--- src/rtl/arbiter_input_route_ctrl.sv ---
// Input-port route/request controller: picks an output port for the head flit,
// requests it from the output arbiter, and pops the packet once granted.
`ifndef IDX_E
`define IDX_E  0
`define IDX_W  1
`define IDX_N  2
`define IDX_S  3
`define IDX_U  4
`define IDX_D  5
`define IDX_IP 6
`endif

module arbiter_input_route_ctrl #(
    parameter int          ADAPTIVE  = 1,
    parameter logic [1:0]  FT_BODY   = 2'b00,
    parameter logic [1:0]  FT_TAIL   = 2'b01,
    parameter logic [1:0]  FT_HEAD   = 2'b10,
    parameter logic [1:0]  FT_SINGLE = 2'b11
) (
    input  logic       clk,
    input  logic       rst,
    input  logic [6:0] AddrDiff,
    input  logic [1:0] Flit_Type,
    input  logic       Buf_Empty,
    input  logic [6:0] Credit_Avail,
    input  logic [6:0] Grant,
    output logic [6:0] Req,
    output logic [6:0] Route_Sel,
    output logic       Buf_Rd,
    output logic       Busy,
    output logic       Err_Drop
);

    typedef enum logic [1:0] {IDLE, REQ, XFER} state_t;

    state_t     state_q, state_d;
    logic [6:0] route_q, route_d;
    logic [6:0] req_q, req_d;
    logic       buf_rd, err_drop;

    logic [5:0] dir, dir_cr, pick_src, pick;
    logic [6:0] route_calc;
    logic       is_start, is_end;

    assign is_start = (Flit_Type == FT_HEAD) || (Flit_Type == FT_SINGLE);
    assign is_end   = (Flit_Type == FT_TAIL) || (Flit_Type == FT_SINGLE);

    // Candidates packed in priority order E,W,N,S,U,D; lowest set bit wins.
    always_comb begin
        dir = {AddrDiff[`IDX_D], AddrDiff[`IDX_U], AddrDiff[`IDX_S],
               AddrDiff[`IDX_N], AddrDiff[`IDX_W], AddrDiff[`IDX_E]};
        dir_cr = dir & {Credit_Avail[`IDX_D], Credit_Avail[`IDX_U], Credit_Avail[`IDX_S],
                        Credit_Avail[`IDX_N], Credit_Avail[`IDX_W], Credit_Avail[`IDX_E]};
        pick_src = ((ADAPTIVE != 0) && (dir_cr != '0)) ? dir_cr : dir;
        pick     = pick_src & (~pick_src + 6'd1);
        route_calc          = '0;
        route_calc[`IDX_E]  = pick[0];
        route_calc[`IDX_W]  = pick[1];
        route_calc[`IDX_N]  = pick[2];
        route_calc[`IDX_S]  = pick[3];
        route_calc[`IDX_U]  = pick[4];
        route_calc[`IDX_D]  = pick[5];
        route_calc[`IDX_IP] = (dir == '0);
    end

    always_comb begin
        state_d  = state_q;
        route_d  = route_q;
        req_d    = req_q;
        buf_rd   = 1'b0;
        err_drop = 1'b0;
        unique case (state_q)
            IDLE: begin
                if (!Buf_Empty) begin
                    if (is_start) begin
                        route_d = route_calc;
                        req_d   = route_calc;
                        state_d = REQ;
                    end else begin
                        buf_rd   = 1'b1;
                        err_drop = 1'b1;
                    end
                end
            end
            REQ: begin
                if ((Grant & route_q) != '0) state_d = XFER;
            end
            XFER: begin
                buf_rd = !Buf_Empty && ((Grant & route_q) != '0) && ((Credit_Avail & route_q) != '0);
                if (buf_rd && is_end) begin
                    state_d = IDLE;
                    route_d = '0;
                    req_d   = '0;
                end
            end
            default: begin
                state_d = IDLE;
                route_d = '0;
                req_d   = '0;
            end
        endcase
    end

    always_ff @(posedge clk) begin
        if (rst) begin
            state_q <= IDLE;
            route_q <= '0;
            req_q   <= '0;
        end else begin
            state_q <= state_d;
            route_q <= route_d;
            req_q   <= req_d;
        end
    end

    assign Req       = req_q;
    assign Route_Sel = route_q;
    assign Busy      = (state_q != IDLE);
    assign Buf_Rd    = buf_rd & ~rst;
    assign Err_Drop  = err_drop & ~rst;

endmodule

--- config.mk ---
export PLATFORM = sky130hd
export DESIGN_NAME = arbiter_input_route_ctrl
export DESIGN_NICKNAME = d
export VERILOG_FILES = /design/src/rtl/arbiter_input_route_ctrl.sv
export SDC_FILE = /design/constraint.sdc
export NUM_CORES = 1
export LEC_CHECK = 0
export BUFFER_PORTS_ARGS = -buffer_cell sky130_fd_sc_hd__buf_2
export CAP_MARGIN = 20
export CORE_MARGIN = 2
export CORE_UTILIZATION = 38
export DETAILED_ROUTE_END_ITERATION = 16
export GPL_TIMING_DRIVEN = 0
export PLACE_DENSITY = 0.85
export SYNTH_ARGS = -nofsm -noshare
export SYNTH_HDL_FRONTEND = slang
export SYNTH_SLANG_ARGS = --single-unit
--- constraint.sdc ---
create_clock -name clk -period 1.4 [get_ports clk]
set_input_delay 0.14 -clock clk [delete_from_list [all_inputs] [get_ports clk]]
set_output_delay 0.14 -clock clk [all_outputs]
set_load 0.03 [all_outputs]
==> flow_metrics.tcl, run 1 <==
set metrics [dict create \
    status "finished with violations" \
    failed_checks "negative setup slack" \
    floorplan.io_pins 43 \
    grt_max_degree 11 \
    number_of_antenna_violations_at_the_first_check_in_global_routing 0 \
    rows 15 \
    vias_per_cell 5.830 \
    clkLatencyLatePin_ns 0.26 \
    crit_type "reg -> reg" \
    final_weighted_congestion_in_routability_driven_placement 0.9231 \
    numCtsBuffers 3 \
    timing.rr.end "Req[6]" \
    cts-root-to-sink-buffers 2 \
    drtPass1Iterations 5 \
    dpl.hpwl_um 1847 \
    number_of_synthesis_warnings 0 \
    worst_hold_end "Req[4]" \
    final_cells 165 \
    cp_cell_sequence "buf_6 > a222oi_1 > a31oi_1 > a21oi_2 > buf_6 > mux2i_1 > nor2_1" \
    crit_top_cell "sky130_fd_sc_hd__buf_6" \
    clkSlewWorstSetupHoldPaths_ns 0.07 \
    grt.total_usage 0.2370 \
    grtUsageMet3 0.04906 \
    hold-worst-slack_ns 0.1658 \
    gr-total-overflow 0 \
    hold_class "in -> reg" \
    synth.net_count 111 \
    power_density_nw_per_um2 628.0 \
    grt.met2_usage 0.4080 \
    diodes 0 \
    fin_crit_sh 1.257 \
    required_ns 1.54 \
    max-cap-violations 0 \
    timing.final.crit_period_ns 1.760 \
    final_layout_size_suffix_gt1_frac 0.6214 \
    drcViolationCount 0 \
    synthesis.instances 85 \
    buffer_cell_driving_the_clock_tree_root "sky130_fd_sc_hd__clkbuf_4" \
    finalHoldViolCount 0 \
    first_global_vias 876 \
    ff2ff_setup_slack_ns -0.36 \
    cp_data_arrival_time_ns 1.90 \
    source_of_the_worst_hold_timing_path "rst" \
    setup.worst_path.start "Req[5]" \
    cts_tree "built" \
    synth.ff_latch_count 9 \
    setup_repair_after_global_routing_missed_its_margin "yes" \
    worst_path_dominant_cell_family "compound AO/OA/AOI/OAI gates" \
    route.vias.total 962 \
    slew_violations 0 \
    postSynthAreaPerCell_um2 8.641 \
    die_width_um 47.97 \
    synth-seq-area-share 0.2453 \
    critPathCaptureType "flip-flop" \
    min_delay_path_depth 2 \
    postRouteWirelength_um 2529 \
    startpoint_class_of_the_critical_path "flip-flop" \
    crit_path_max_fanout 5 \
    placeableCoreArea_um2 1764 \
    measured_slew_at_the_worst_slew_check_pin_ns 0.4235 \
    io_buffers 41 \
    slowest_stage "sky130_fd_sc_hd__dfxtp_4" \
    grt_pass1_wl_um 3829 \
    number_of_endpoints_failing_setup_at_the_final_stage 9 \
    yosysUniqueCellTypes 37 \
    clock_sinks 9 \
    relSlewSlack 0.7177 \
    grt.met1_usage 0.2841 \
    ant_nets 0 \
    fp.dieH_um 47.97 \
    crit_path_max_incr_delay_ns 0.36 \
    place_inst 151 \
    h-tree-depth 1 \
    syn-cell-area_um2 734.5 \
    design.final.nets 167 \
    busiest_layer "met2" \
    rr_worst_depth 7 \
    clock.fmax_mhz 568.1 \
    die_area_um2 2301 \
    worstPathBufferInverterCount 2 \
    crit_reg_reg_startpoint "Req[5]" \
    total_leakage_power_nw 0.5437 \
    initial_core_util 0.4163 \
    ir_drop_uv 457.9 \
    finish.utilization 0.6475 \
    route.detailed.wl_per_inst_um 15.33 \
    area_growth_syn_to_layout_pct 55.54 \
    detail_route.iter0.violations 54 \
    skew_ns 0.01039 \
    final.setup.worst_slack_ns -0.3602 \
]
==> repair_timing <==
item                                    4_1_cts  5_1_grt
gates cloned                                  1        0
resized for setup                             6        5
hold buffers                                  0        0
pin swaps                                     9        8
endpoints found under the setup margin       10       10
buffers inserted                              5        4
==> final cells by class <==
type / instances / area [µm²]
fill: 158 / 621.8
multi-input combinational: 63 / 486.7
timing repair buffer: 51 / 300.3
sequential: 9 / 206.4
buffer: 9 / 76.32
tap: 25 / 31.28
clock buffer: 4 / 26.28
inverter: 4 / 15.01
==> synthesized netlist by cell type, drive strengths merged <==
| cell | number | area, µm² |
|---|---|---|
| buf | 8 | 63.81 |
| and2 | 1 | 7.510 |
| dlymetal6s2s | 1 | 12.51 |
| a31oi | 2 | 12.51 |
| and3 | 1 | 6.260 |
| nand2b | 2 | 12.51 |
| mux2i | 1 | 10.01 |
| a21oi | 8 | 43.79 |
| o211ai | 1 | 7.510 |
| a222oi | 2 | 20.02 |
| nand4 | 1 | 6.260 |
| a22oi | 4 | 30.03 |
| or3b | 1 | 8.760 |
| o41ai | 2 | 32.53 |
| nand3b | 3 | 22.52 |
| a31o | 1 | 8.760 |
| nand4b | 3 | 26.28 |
| inv | 4 | 15.01 |
| a22o | 3 | 52.55 |
| nor4 | 2 | 12.51 |
| nand2 | 7 | 26.28 |
| dfxtp | 9 | 180.2 |
| o31ai | 2 | 20.02 |
| nor2 | 7 | 28.78 |
| a221oi | 1 | 15.01 |
| o21ai | 3 | 15.01 |
| a311oi | 1 | 8.760 |
| nor3 | 2 | 15.01 |
| nand3 | 1 | 5.000 |
| or4 | 1 | 8.760 |
==> worst max-delay path by stage <==
stage / endpoint / slack, ns / depth (start not counted)
finish: Req[6] / -0.36 / 7
global placement: Req[6] / -0.32 / 6
global route: Req[6] / -0.48 / 7
floorplan: Req[6] / -0.17 / 6
CTS: Buf_Rd / -0.37 / 5
detailed placement: Req[6] / -0.42 / 6
==> report_power, final <==
group	switching (mW)	total [mW]	internal, mW
Combinational	0.139	0.251	0.112
Sequential	0.0107	0.265	0.255
Clock	0.0921	0.202	0.110
Total	0.242	0.717	0.476
==> flip-flops by register name, summed over array words and instances (netlist names) <==
register and flops:
Req 7, state_q 2
==> stage by stage <==
step / setup WS (ns) / power (mW) / TNS [ns] / cell area (µm²)
6_report: -0.3602 / 0.7175 / -2.808 / 1142
5_1_grt: -0.4805 / 0.7482 / -3.788 / 1142
4_1_cts: -0.3737 / 0.7010 / -2.838 / 1096
3_5_place_dp: -0.4165 / 0.4909 / -2.650 / 1010
3_3_place_gp: -0.3174 / 0.4817 / -1.721 / 1010
2_1_floorplan: -0.1739 / 0.4034 / -0.7211 / 773.2
==> cells by family after synthesis <==
group	Yosys count	synth area share
AND/OR/NAND/NOR	32	0.2538
buffers and inverters	13	0.1244
multiplexers	1	0.01363
AO/OA/AOI/OAI	30	0.3629
flip-flops	9	0.2453
==> placed cells by master, fill, tap and decap left out, types with 2 or more instances in the layout <==
master / netlist / final
sky130_fd_sc_hd__a21oi_1: 7 / 7
sky130_fd_sc_hd__a222oi_1: 2 / 2
sky130_fd_sc_hd__a22o_4: 3 / 3
sky130_fd_sc_hd__a22oi_1: 4 / 4
sky130_fd_sc_hd__buf_2: 0 / 39
sky130_fd_sc_hd__buf_4: 7 / 15
sky130_fd_sc_hd__buf_6: 1 / 5
sky130_fd_sc_hd__clkbuf_4: 0 / 3
sky130_fd_sc_hd__dfxtp_2: 0 / 3
sky130_fd_sc_hd__dfxtp_4: 0 / 6
sky130_fd_sc_hd__inv_1: 3 / 3
sky130_fd_sc_hd__nand2_1: 7 / 6
sky130_fd_sc_hd__nand2b_1: 2 / 2
sky130_fd_sc_hd__nand3b_1: 3 / 3
sky130_fd_sc_hd__nand4b_1: 3 / 3
sky130_fd_sc_hd__nor2_1: 6 / 6
sky130_fd_sc_hd__o21ai_1: 2 / 2
sky130_fd_sc_hd__o41ai_2: 2 / 2
==> layer usage <==
| layer | share of wire | vias up | wire, µm |
|---|---|---|---|
| met5 | 0 | - | 0 |
| met4 | 0.025 | 0 | 63 |
| met3 | 0.084 | 8 | 212 |
| met2 | 0.50 | 53 | 1268 |
| met1 | 0.39 | 462 | 985 |
| li1 | - | 439 | - |
Note: power is estimated with default switching activity, not from simulation.
==> run 2, diff against run 1 <==
--- a/config.mk
+++ b/config.mk
@@ -8,10 +8,10 @@
 export BUFFER_PORTS_ARGS = -buffer_cell sky130_fd_sc_hd__buf_2
 export CAP_MARGIN = 20
 export CORE_MARGIN = 2
-export CORE_UTILIZATION = 38
+export CORE_UTILIZATION = 42
 export DETAILED_ROUTE_END_ITERATION = 16
 export GPL_TIMING_DRIVEN = 0
-export PLACE_DENSITY = 0.85
+export PLACE_DENSITY = 0.88
 export SYNTH_ARGS = -nofsm -noshare
 export SYNTH_HDL_FRONTEND = slang
 export SYNTH_SLANG_ARGS = --single-unit
==> constraint.sdc (replaced) <==
create_clock -name clk -period 2.2 [get_ports clk]
set_input_delay 0.22 -clock clk [delete_from_list [all_inputs] [get_ports clk]]
set_output_delay 0.22 -clock clk [all_outputs]
set_load 0.03 [all_outputs]
==> run 2 against run 1 <==
  * The flow now finishes without violations
  * Final area shrank 14%
  * Utilization shrank 6.3 points
  * Clock power shrank 33%
  * Final cell count shrank 11%
  * Total power shrank 38%
  * Via count shrank 10%
  * Critical path type is now reg -> out
==> flow_metrics.tcl, run 2 (synthesized netlist as in run 1, its figures left out) <==
set metrics [dict create \
    dpl.hpwl_um 1730 \
    drtPass1Iterations 5 \
    power_density_nw_per_um2 452.1 \
    numCtsBuffers 3 \
    timing.final.crit_period_ns 1.939 \
    placeableCoreArea_um2 1689 \
    crit_path_max_fanout 5 \
    rows 15 \
    cts-root-to-sink-buffers 2 \
    cts_hold_repair.buffers 0 \
    floorplan.io_pins 43 \
    crit_path_end "Buf_Rd" \
    final_cells 147 \
    ir_drop_uv 265.3 \
    setup.worst_path.start "Req[5]" \
    place_inst 143 \
    cts_tree "built" \
    buffer_cell_driving_the_clock_tree_root "sky130_fd_sc_hd__clkbuf_4" \
    crit_type "reg -> out" \
    clock_sinks 9 \
    slew_violations 0 \
    die_area_um2 2099 \
    largest_register_ff_count 7 \
    rr_worst_depth 6 \
    total_leakage_power_nw 0.4837 \
    status "finished, final reports clean" \
    gr-total-overflow 0 \
    diodes 0 \
    skew_ns 0.01429 \
    design.final.nets 157 \
    setup_repair_after_global_routing_missed_its_margin "no" \
    required_ns 1.98 \
    most_common_cell_after_layout_fill_and_taps_aside "sky130_fd_sc_hd__buf_2" \
    summed_negative_setup_slack_over_all_endpoints_ns 0 \
    pre_cts_slack_ns 0.3890 \
    crit_reg_reg_startpoint "Req[5]" \
    finalHoldViolCount 0 \
    startpoint_class_of_the_critical_path "flip-flop" \
    cts_post_setup_buffers_inserted 0 \
    route.detailed.wl_per_inst_um 14.29 \
    number_of_endpoints_failing_setup_at_the_final_stage 0 \
    measured_slew_at_the_worst_slew_check_pin_ns 0.4031 \
    first_global_vias 803 \
    clkSlewWorstSetupHoldPaths_ns 0.07 \
    io_buffers 41 \
    critPathCaptureType "primary output" \
    final_layout_size_suffix_gt1_frac 0.5000 \
    clkLatencyLatePin_ns 0.27 \
    vias_per_cell 5.864 \
    max-cap-violations 0 \
    initial_core_util 0.4348 \
    p_seq_frac 0.390 \
    grt_max_degree 11 \
    postRouteWirelength_um 2100 \
    cts_repair_resize_count 0 \
    ant_nets 0 \
    grt_pass1_wl_um 3332 \
    final.fill_count 149 \
    number_of_antenna_violations_at_the_first_check_in_global_routing 0 \
    power.combinational.fraction 0.306 \
    p_switching_mw 0.1508 \
    detail_route.iter0.violations 36 \
    p_sw_frac 0.3380 \
    finish.utilization 0.5844 \
    clock.fmax_mhz 515.7 \
    cp_data_arrival_time_ns 1.72 \
    h-tree-depth 1 \
    drcViolationCount 0 \
    final.setup.worst_slack_ns 0.2611 \
    timing.rr.end "Req[6]" \
    die_width_um 45.82 \
    route.vias.total 862 \
    ff2ff_setup_slack_ns 0.34 \
    fin_crit_sh 0.8813 \
    fp.dieH_um 45.82 \
    relSlewSlack 0.7313 \
    grt.total_usage 0.2197 \
    share_clk_of_total_power 0.305 \
    p_int_mw 0.2954 \
    final_weighted_congestion_in_routability_driven_placement 0.8590 \
    area_growth_syn_to_layout_pct 34.41 \
    hold_class "in -> reg" \
    most_used_cells_in_the_layout_excluding_fill_and_tap_cells "sky130_fd_sc_hd__buf_2, sky130_fd_sc_hd__dfxtp_1, sky130_fd_sc_hd__nand2_1, sky130_fd_sc_hd__a21oi_1, sky130_fd_sc_hd__buf_4" \
]
==> run 2: routing by layer <==
metal / global-route usage / wire (µm) / up-vias
met1: 0.2447 / 815 / 396
met4: 0.08571 / 21 / 0
met3: 0.05556 / 163 / 4
li1: - / - / 414
met5: 0 / 0 / -
met2: 0.3944 / 1100 / 48
==> run 2: power groups by stage <==
stage	Combinational, mW	Sequential [mW]	Clock, mW
5_1_grt	0.146	0.175	0.142
4_1_cts	0.135	0.174	0.138
3_5_place_dp	0.135	0.178	0
3_3_place_gp	0.131	0.177	0
2_1_floorplan	0.0792	0.181	0
6_report	0.136	0.174	0.136
==> run 2: worst min path at each step <==
stage          startpoint  endpoint  slack (ns)  cells after the start
3_5_place_dp          rst    Req[4]        0.48                      2
3_3_place_gp          rst    Req[4]        0.49                      2
2_1_floorplan         rst    Req[4]        0.32                      1
4_1_cts               rst    Req[4]        0.20                      2
6_report              rst    Req[4]        0.20                      2
5_1_grt               rst    Req[4]        0.21                      2
==> run 2: worst max-delay path, stage by stage (launching register included) <==
cell and delay [ns]:
sky130_fd_sc_hd__dfxtp_1 0.37, sky130_fd_sc_hd__a222oi_1 0.44, sky130_fd_sc_hd__a31oi_1 0.24, sky130_fd_sc_hd__nand4_1 0.16
sky130_fd_sc_hd__nand2b_1 0.06, sky130_fd_sc_hd__buf_2 0.17
==> run 2: layout make-up <==
type,count,area [µm²],area share
well taps,17,21.27,0.02155
plain buffers,9,76.32,0.07731
repair buffers,41,205.2,0.2079
inverters,4,15.01,0.01521
clock buffers,4,26.28,0.02662
flip-flops and latches,9,180.2,0.1825
multi-input cells,63,462.9,0.4689
==> run 2: metrics by stage <==
step | cell area (µm²) | hold slack [ns] | power, mW
finish | 987.2 | 0.2026 | 0.4463
detailed placement | 960.9 | 0.4834 | 0.3125
global placement | 960.9 | 0.4860 | 0.3084
global route | 987.2 | 0.2086 | 0.4633
CTS | 987.2 | 0.2000 | 0.4469
floorplan | 734.5 | 0.3217 | 0.2603
==> run 3, diff against run 2 <==
--- a/config.mk
+++ b/config.mk
@@ -7,7 +7,6 @@
 export LEC_CHECK = 0
 export BUFFER_PORTS_ARGS = -buffer_cell sky130_fd_sc_hd__buf_2
 export CAP_MARGIN = 20
-export CORE_MARGIN = 2
 export CORE_UTILIZATION = 42
 export DETAILED_ROUTE_END_ITERATION = 16
 export GPL_TIMING_DRIVEN = 0
==> run 3 against run 2 <==
  * The run now ends with design-rule violations left
  * Critical path depth is the same
  * Total power shrank 1.3%
  * Fmax grew 4.3%
  * Clock power shrank 6%
  * First-iteration DRC count grew 22%
  * Routed wire length grew 1.7%
  * Setup slack gained 0.080 ns
  * Clock skew shrank 0.0098 ns
  * Combinational power is essentially flat
  * Critical path type unchanged
  * Highest routed layer is now met3
==> flow_metrics.tcl, run 3 (synthesized netlist as in run 1, its figures left out) <==
set metrics [dict create \
    skew_ns 0.004524 \
    rows 14 \
    clock.fmax_mhz 537.9 \
    cts_hold_repair.buffers 0 \
    crit_reg_reg_startpoint "Req[5]" \
    largest_register_ff_count 7 \
    worst_hold_end "Req[4]" \
    ff2ff_setup_slack_ns 0.38 \
    timing.final.crit_period_ns 1.859 \
    total_leakage_power_nw 0.4837 \
    crit_path_max_incr_delay_ns 0.42 \
    pre_cts_slack_ns 0.4069 \
    post-layout-total-power_mw 0.4407 \
    final.setup.worst_slack_ns 0.3411 \
    critPathCaptureType "primary output" \
    max-cap-violations 0 \
    relSlewSlack 0.7481 \
    source_of_the_worst_hold_timing_path "rst" \
    clkSlewWorstSetupHoldPaths_ns 0.06 \
    placeableCoreArea_um2 1577 \
    ant_nets 0 \
    share_clk_of_total_power 0.291 \
    die_width_um 43.82 \
    final.fill_count 155 \
    cp_cell_sequence "a222oi_1 > a31oi_1 > nand4_1 > nand2b_1 > buf_2" \
    p_switching_mw 0.1454 \
    design.final.nets 157 \
    grt.total_usage 0.2367 \
    most_common_cell_after_layout_fill_and_taps_aside "sky130_fd_sc_hd__buf_2" \
    postRouteWirelength_um 2136 \
    summed_negative_setup_slack_over_all_endpoints_ns 0 \
    detail_route.iter0.violations 44 \
    numCtsBuffers 3 \
    cts_tree "built" \
    min_delay_path_depth 2 \
    timing.rr.end "Req[6]" \
    grt_max_degree 11 \
    area_growth_syn_to_layout_pct 34.24 \
    area_of_combinational_cells_with_multiple_inputs_um2 462.9 \
    p_sw_frac 0.3299 \
    final_layout_size_suffix_gt1_frac 0.5000 \
    io_buffers 41 \
    cts-root-to-sink-buffers 2 \
    p_int_mw 0.2953 \
    ff_latch_area_um2 180.2 \
    power.combinational.fraction 0.314 \
    grt_pass1_wl_um 3470 \
    slowest_stage "sky130_fd_sc_hd__a222oi_1" \
    drcViolationCount 4 \
    most_used_cells_in_the_layout_excluding_fill_and_tap_cells "sky130_fd_sc_hd__buf_2, sky130_fd_sc_hd__dfxtp_1, sky130_fd_sc_hd__nand2_1, sky130_fd_sc_hd__a21oi_1, sky130_fd_sc_hd__buf_4" \
    first_global_vias 780 \
    required_ns 1.98 \
    startpoint_class_of_the_critical_path "flip-flop" \
    crit_type "reg -> out" \
    power_density_nw_per_um2 447.0 \
    h-tree-depth 1 \
    drtPass1Iterations 10 \
    crit_path_max_fanout 5 \
    number_of_antenna_violations_at_the_first_check_in_global_routing 0 \
    hold_class "in -> reg" \
    finalHoldViolCount 0 \
    failed_checks "design-rule violations" \
    floorplan.io_pins 43 \
    fp.dieH_um 43.82 \
    number_of_endpoints_failing_setup_at_the_final_stage 0 \
    crit_cells 5 \
    route.vias.total 864 \
    dpl.hpwl_um 1742 \
    clkLatencyLatePin_ns 0.26 \
    clock_sinks 9 \
    measured_slew_at_the_worst_slew_check_pin_ns 0.3739 \
    diodes 0 \
    fin_crit_sh 0.8450 \
    initial_core_util 0.4659 \
    final_weighted_congestion_in_routability_driven_placement 0.9554 \
    slew_violations 0 \
    cp_data_arrival_time_ns 1.64 \
    route.detailed.wl_per_inst_um 14.63 \
    buffer_cell_driving_the_clock_tree_root "sky130_fd_sc_hd__clkbuf_4" \
    gr-total-overflow 0 \
    cts_post_setup_buffers_inserted 0 \
    ir_drop_uv 274.6 \
    cts_repair_resize_count 0 \
    worstPathBufferInverterCount 1 \
    status "finished with violations" \
    rr_worst_depth 6 \
    p_seq_frac 0.395 \
    setup_repair_after_global_routing_missed_its_margin "no" \
    vias_per_cell 5.918 \
    die_area_um2 1920 \
    worst_path_dominant_cell_family "compound AO/OA/AOI/OAI gates" \
]
## run 3: cell counts in the layout (fill, tap and decap cells not counted)
No cell type changed its count.
## run 3: worst max path at each step
stage                           from     end
after floorplan           state_q[0]  Buf_Rd
after global placement        Req[5]  Req[6]
after detailed placement      Req[5]  Req[6]
after CTS                     Req[5]  Buf_Rd
after global routing          Req[5]  Buf_Rd
final                         Req[5]  Buf_Rd
## run 3: stage by stage
stage	instances	area, µm²	hold WS (ns)	utilization
final	146	985.9	0.2339	0.6254
after floorplan	85	734.5	0.3217	-
after CTS	146	985.9	0.2225	0.6254
after global placement	142	959.7	0.4742	0.6087
after detailed placement	142	959.7	0.4947	0.6087
after global routing	146	985.9	0.2221	0.6254
## run 3: worst reg2reg max path, cell delays in order (launching register included)
cell                       delay, ns
sky130_fd_sc_hd__dfxtp_1        0.36
sky130_fd_sc_hd__a222oi_1       0.42
sky130_fd_sc_hd__a31oi_1        0.23
sky130_fd_sc_hd__a21oi_2        0.28
sky130_fd_sc_hd__buf_6          0.18
sky130_fd_sc_hd__mux2i_1        0.18
sky130_fd_sc_hd__nor2_1         0.05
## run 3: per-layer routing
metal,vias to the layer above,part of all wire,GRT usage
li1,414,-,-
met1,404,0.40,0.2955
met2,46,0.50,0.4209
met3,0,0.094,0.02500
met4,0,0,0.07500
met5,-,0,0
## run 3: layout make-up
class,instances,area share
repair buffers,41,0.2081
multi-input cells,63,0.4695
plain buffers,9,0.07741
well taps,16,0.02030
inverters,4,0.01523
flip-flops and latches,9,0.1827
clock buffers,4,0.02665
## run 3: power by group through the flow
stage / sequential (mW) / clock, mW / combinational (mW)
2_1_floorplan: 0.181 / 0 / 0.0792
3_3_place_gp: 0.178 / 0 / 0.131
3_5_place_dp: 0.178 / 0 / 0.136
4_1_cts: 0.174 / 0.129 / 0.136
5_1_grt: 0.175 / 0.138 / 0.148
6_report: 0.174 / 0.128 / 0.138
